### src/rtl/fir_window_integrator.sv
// Window integrator: sums lane samples over [trigger-pre_len, trigger+post_len]; result valid pre+post+2 clocks after the trigger edge.
// Result is held with q_valid until q_ready; trigger edges seen while busy or disarmed are counted in drop_cnt.
module fir_window_integrator #(
    parameter int NLANES = 4,
    parameter int SW     = 31,
    parameter int PRE_W  = 4,
    parameter int POST_W = 6,
    parameter int TS_W   = 32,
    localparam int LW    = (NLANES > 1) ? $clog2(NLANES) : 1,
    localparam int ACC_W = SW + $clog2(NLANES * (2**PRE_W + 2**POST_W))
) (
    input  logic                     clk,
    input  logic                     reset_n,
    input  logic                     enable,
    input  logic [PRE_W-1:0]         pre_len,
    input  logic [POST_W-1:0]        post_len,
    input  logic [NLANES-1:0]        trig_in,
    input  logic [NLANES*SW-1:0]     in_data,
    input  logic [TS_W-1:0]          ltc,
    output logic signed [ACC_W-1:0]  q_out,
    output logic [TS_W+LW-1:0]       t_out,
    output logic                     q_valid,
    input  logic                     q_ready,
    output logic                     busy,
    input  logic                     drop_clr,
    output logic [15:0]              drop_cnt
);
    localparam int SUM_W = SW + $clog2(NLANES);
    localparam int DEPTH = 2**PRE_W - 1;
    localparam int CW    = ((PRE_W > POST_W) ? PRE_W : POST_W) + 1;

    typedef enum logic [1:0] {IDLE, INTEG, OUTPUT, REARM} state_t;

    state_t                  state_q, state_d;
    logic signed [SUM_W-1:0] lane_sum, s_q, tap, tap_q;
    logic signed [SUM_W-1:0] dl_q [DEPTH];
    logic signed [ACC_W-1:0] acc_q, acc_d, q_out_q, q_out_d, acc_sum;
    logic [TS_W+LW-1:0]      t_out_q, t_out_d;
    logic [POST_W-1:0]       post_q, post_d;
    logic [PRE_W-1:0]        pre_len_r_q;
    logic [CW-1:0]           cnt_q, cnt_d, n_last;
    logic [LW-1:0]           lane_enc;
    logic [15:0]             drop_q;
    logic                    q_valid_q, q_valid_d, any_trig, any_trig_q, trig_edge, drop_ev;

    assign any_trig  = |trig_in;
    assign trig_edge = any_trig && !any_trig_q;
    assign acc_sum   = acc_q + ACC_W'(tap_q);
    assign n_last    = CW'(pre_len_r_q) + CW'(post_q) + CW'(1);

    always_comb begin
        lane_sum = '0;
        for (int i = 0; i < NLANES; i++)
            lane_sum = lane_sum + SUM_W'($signed(in_data[i*SW +: SW]));
    end

    always_comb begin
        lane_enc = '0;
        for (int i = NLANES-1; i >= 0; i--)
            if (trig_in[i]) lane_enc = LW'(i);
    end

    always_comb begin
        if (pre_len_r_q == '0) tap = s_q;
        else                   tap = dl_q[pre_len_r_q - PRE_W'(1)];
    end

    // Delay line is wiped while disarmed so pre-trigger history from before enable reads as zero.
    always_ff @(posedge clk or negedge reset_n) begin
        if (!reset_n) begin
            for (int i = 0; i < DEPTH; i++) dl_q[i] <= '0;
        end else if (!enable) begin
            for (int i = 0; i < DEPTH; i++) dl_q[i] <= '0;
        end else begin
            dl_q[0] <= s_q;
            for (int i = 1; i < DEPTH; i++) dl_q[i] <= dl_q[i-1];
        end
    end

    always_comb begin
        state_d   = state_q;
        acc_d     = acc_q;
        cnt_d     = cnt_q;
        q_out_d   = q_out_q;
        q_valid_d = q_valid_q;
        t_out_d   = t_out_q;
        post_d    = post_q;
        drop_ev   = 1'b0;
        case (state_q)
            IDLE: begin
                if (trig_edge) begin
                    if (enable) begin
                        state_d = INTEG;
                        post_d  = post_len;
                        t_out_d = {ltc, lane_enc};
                        acc_d   = '0;
                        cnt_d   = '0;
                    end else begin
                        drop_ev = 1'b1;
                    end
                end
            end
            INTEG: begin
                drop_ev = trig_edge;
                if (!enable) begin
                    state_d = IDLE;
                end else begin
                    // First clock after the trigger only fills the tap register.
                    cnt_d = cnt_q + CW'(1);
                    if (cnt_q != '0) acc_d = acc_sum;
                    if (cnt_q == n_last) begin
                        q_out_d   = acc_sum;
                        q_valid_d = 1'b1;
                        state_d   = OUTPUT;
                    end
                end
            end
            OUTPUT: begin
                drop_ev = trig_edge;
                if (q_ready) begin
                    q_valid_d = 1'b0;
                    state_d   = any_trig ? REARM : IDLE;
                end
            end
            REARM: begin
                drop_ev = trig_edge;
                if (!any_trig) state_d = IDLE;
            end
            default: state_d = IDLE;
        endcase
    end

    always_ff @(posedge clk or negedge reset_n) begin
        if (!reset_n) begin
            state_q     <= IDLE;
            acc_q       <= '0;
            cnt_q       <= '0;
            q_out_q     <= '0;
            q_valid_q   <= 1'b0;
            t_out_q     <= '0;
            post_q      <= '0;
            s_q         <= '0;
            tap_q       <= '0;
            pre_len_r_q <= '0;
            any_trig_q  <= 1'b0;
            drop_q      <= '0;
        end else begin
            state_q    <= state_d;
            acc_q      <= acc_d;
            cnt_q      <= cnt_d;
            q_out_q    <= q_out_d;
            q_valid_q  <= q_valid_d;
            t_out_q    <= t_out_d;
            post_q     <= post_d;
            s_q        <= lane_sum;
            tap_q      <= tap;
            any_trig_q <= any_trig;
            if (!enable) pre_len_r_q <= pre_len;
            if (drop_clr)                     drop_q <= '0;
            else if (drop_ev && drop_q != '1) drop_q <= drop_q + 16'd1;
        end
    end

    assign q_out    = q_out_q;
    assign t_out    = t_out_q;
    assign q_valid  = q_valid_q;
    assign busy     = (state_q != IDLE);
    assign drop_cnt = drop_q;
endmodule
### config.mk
export PLATFORM = sky130hd
export DESIGN_NAME = fir_window_integrator
export DESIGN_NICKNAME = d
export VERILOG_FILES = /design/src/rtl/fir_window_integrator.sv
export SDC_FILE = /design/constraint.sdc
export NUM_CORES = 1
export LEC_CHECK = 0
export BUFFER_PORTS_ARGS = -buffer_cell sky130_fd_sc_hd__clkbuf_2
export CAP_MARGIN = 40
export CORE_UTILIZATION = 30
export DETAILED_ROUTE_END_ITERATION = 12
export SLEW_MARGIN = 20
export SYNTH_ARGS = -nofsm -noshare
export SYNTH_HDL_FRONTEND = slang
export SYNTH_SLANG_ARGS = --single-unit
### constraint.sdc
create_clock -name clk -period 5.23 [get_ports clk]
set_clock_uncertainty 0.2 [all_clocks]
set_input_delay 0.2615 -clock clk [delete_from_list [all_inputs] [get_ports clk]]
set_output_delay 0.2615 -clock clk [all_outputs]
set_load 0.05 [all_outputs]
==> flow_summary.json <==
{
  "crit_chain": "clkbuf_2 -> inv_1 -> fa_1 -> inv_1 -> fa_1 -> ha_1 -> fa_1 -> a21o_1 -> a31oi_1 -> o21ai_0 -> o21ai_0 -> o41ai_1 -> buf_4 -> a211oi_1 -> o21ai_0 -> a21oi_1 -> xnor2_1",
  "drt-total-wl_mm": 74.2,
  "numCtsBuffers": 78,
  "synth.avg_cell_area_um2": 11.5,
  "synthFlopType": "dfrtp_1",
  "outcome": "finished with violations",
  "drive_above_1_share_pct": 18.0,
  "dpl-instance-area_mm2": 0.0368,
  "cp_top_family": "compound AO/OA/AOI/OAI gates",
  "postCtsResizedCells": 0,
  "diodes": 0,
  "postLayoutCoreUtil_pct": 36.1,
  "netlist_instances": 2932,
  "grt_pass1_wl_mm": 122,
  "timing.max_slew.rel_slack_pct": 34.4,
  "worstHoldPathType": "input port to asynchronous set/reset pin",
  "clock_latency_ps": 640,
  "synthDistinctLibCells": 66,
  "max-vdd-ir-drop_v": 0.000229,
  "layout_min_cycle_time_ps": 3740,
  "grt_pass1_vias": 21900,
  "fill_cells": 11000,
  "critPathMaxFanout": 3,
  "crit_arrival_ps": 4110,
  "start_util_pct": 30.3,
  "rows": 122,
  "ys_seq_area_share_pct": 53.0,
  "async_flop_share_pct": 100,
  "setup_viol": 0,
  "worst_pin_slew_ps": 974,
  "viasPerCell": 4.51,
  "cts_sinks": 712,
  "yosys_warnings": 0,
  "drt_iter0_markers": 1311,
  "nets": 3540,
  "tns_ps": 0,
  "routabilityCongestion": 0.807,
  "drv_slew": 0,
  "final_cell_area_mm2": 0.0400,
  "boundaryPins": 267,
  "hold_viol": 7,
  "cts_tree": "built",
  "clk_path_buf_depth": 3,
  "syn-num-nets": 3252,
  "rsz0062_at_grt": "no",
  "fp.dieArea_mm2": 0.113,
  "powerDensity_mw_per_mm2": 411,
  "syn_area_mm2": 0.0336,
  "path_clk_slew_ps": 60,
  "dieWidth_um": 337,
  "antenna_found_initial": 0,
  "end_kind": "flop",
  "first_pass_iters": 5,
  "grt_start_max_net_pins": 136,
  "die_y_um": 337,
  "synth_edf_count": 0,
  "route.detailed.drc": 0,
  "ys_ff_latch": 712,
  "p_leak_nw": 19.9,
  "cp-start-kind": "input port",
  "post-route-period-util_pct": 71.5,
  "crit_slowest_cell": "fa_1",
  "fmax_mhz": 267,
  "crit_required_ps": 5600,
  "portBuffers": 266,
  "fin_hold_ws_ps": -16.6,
  "dp_hpwl_mm": 49.2,
  "area_growth_pct": 19.1,
  "core_area_mm2": 0.111,
  "grt-ovfl-total": 0,
  "wl_per_cell_um": 15.6,
  "htree_levels": 3,
  "ant_nets": 0,
  "violations": "negative hold slack",
  "cp_num_buf_inv": 4,
  "slowest_delay_ps": 530,
  "drv_cap": 0,
  "via_count": 21500,
  "worstSetupPathType": "input port to flop",
  "grt_usage_pct": 13.4,
  "cts_root_buffer": "clkbuf_16"
}
state kept, by name, summed over array words and instances (netlist names):
name         cells
any_trig_q       1
t_out           34
cnt_q            7
pre_len_r_q      4
s_q             33
q_valid          1
dl_q           495
drop_cnt        16
post_q           6
state_q          2
q_out           40
acc_q           40
tap_q           33
cell usage after synthesis, types with 38 or more instances:
master	instances	area, µm²
mux4_2	99	2230
a21oi_1	171	856
nor2_1	169	634
and2_1	505	3160
xnor2_1	53	464
dfrtp_1	712	17800
nand2_1	206	773
a22o_1	39	342
ha_1	80	1000
clkbuf_1	132	495
xor2_1	38	333
mux2_2	43	484
mux2i_1	71	711
fa_1	65	1300
o21ai_0	84	420
inv_1	206	773
worst register-to-register path: stages, from the launching register on:
cell,delay (ps)
dfrtp_4,490
clkinv_1,70
buf_4,490
ha_4,270
buf_12,380
mux4_2,500
nor2_1,40
a21oi_1,210
a21oi_1,90
o21ai_0,800
layout make-up:
| cell class | count | area, µm² | area share (%) |
|---|---|---|---|
| clock inverters | 29 | 334 | 0.835 |
| multi-input cells | 1858 | 14500 | 36.1 |
| flip-flops and latches | 712 | 17800 | 44.5 |
| inverters | 207 | 777 | 1.94 |
| clock buffers | 113 | 2300 | 5.76 |
| repair buffers | 363 | 2460 | 6.14 |
| well taps | 1488 | 1860 | 4.65 |
layout by cell type (no fill, tap or decap), types with 71 or more instances in the layout:
cell and count:
nor2_1 169, mux4_2 99, a21oi_1 171, clkbuf_2 264, mux2i_1 71, inv_1 206, and2_1 505, dfrtp_1 711
nand2_1 205, ha_1 79, clkbuf_16 78, o21ai_0 84
cell families after synthesis:
| kind of cell | Yosys count | share of synthesized area [%] |
|---|---|---|
| multiplexers | 213 | 10.2 |
| AND/OR/NAND/NOR | 993 | 15.7 |
| AO/OA/AOI/OAI | 416 | 7.76 |
| adder cells (fa/ha/maj) | 145 | 6.85 |
| flip-flops | 712 | 53.0 |
| buffers and inverters | 362 | 4.10 |
| XOR/XNOR | 91 | 2.37 |
power by group:
group          internal (W)  leakage, nW  total (W)  switching [W]
registers           0.00612         9.68    0.00656       0.000442
clock network       0.00333         1.32    0.00561        0.00228
logic               0.00162         8.88    0.00426        0.00263
per-stage QoR:
stage | std cells | total power (W) | setup WS [ps]
after floorplan | 2932 | 0.00952 | 1240
after global placement | 4561 | 0.0109 | 847
after detailed placement | 4568 | 0.0109 | 831
after CTS | 4769 | 0.0167 | 1400
after global routing | 4770 | 0.0173 | 1230
final | 4770 | 0.0164 | 1490
layer usage:
metal | vias up | track usage, % | share of wire (%) | wire length [µm]
met3 | 101 | 1.43 | 2.6 | 1900
met5 | - | 0 | 0 | 0
met1 | 10800 | 17.9 | 46 | 33800
li1 | 10400 | - | - | -
met4 | 0 | 4.47 | 2.5 | 1850
met2 | 298 | 22.5 | 49 | 36700
path summary, 6_finish.rpt:
path,cells past startpoint,from,slack [ps],endpoint
setup / recovery,17,in_data[1],1490,s_q[29]$_DFF_PN0_
min in group clk,5,in_data[123],50,s_q[32]$_DFF_PN0_
hold / removal,2,reset_n,-20,t_out[22]$_DFFE_PN0P_
setup reg to reg,9,pre_len_r_q[0]$_DFFE_PN0N_,1500,tap_q[15]$_DFF_PN0_
max in group asynchronous,3,reset_n,3620,dl_q[242]$_DFF_PN0_
hold reg to reg,1,dl_q[153]$_DFF_PN0_,260,dl_q[120]$_DFF_PN0_
repair_timing:
item	CTS	global route
endpoints found under the setup margin	0	0
hold buffers	59	0
endpoints found under the hold margin	331	0
buffers inserted	0	0
Power figures use the tool's default switching activity.
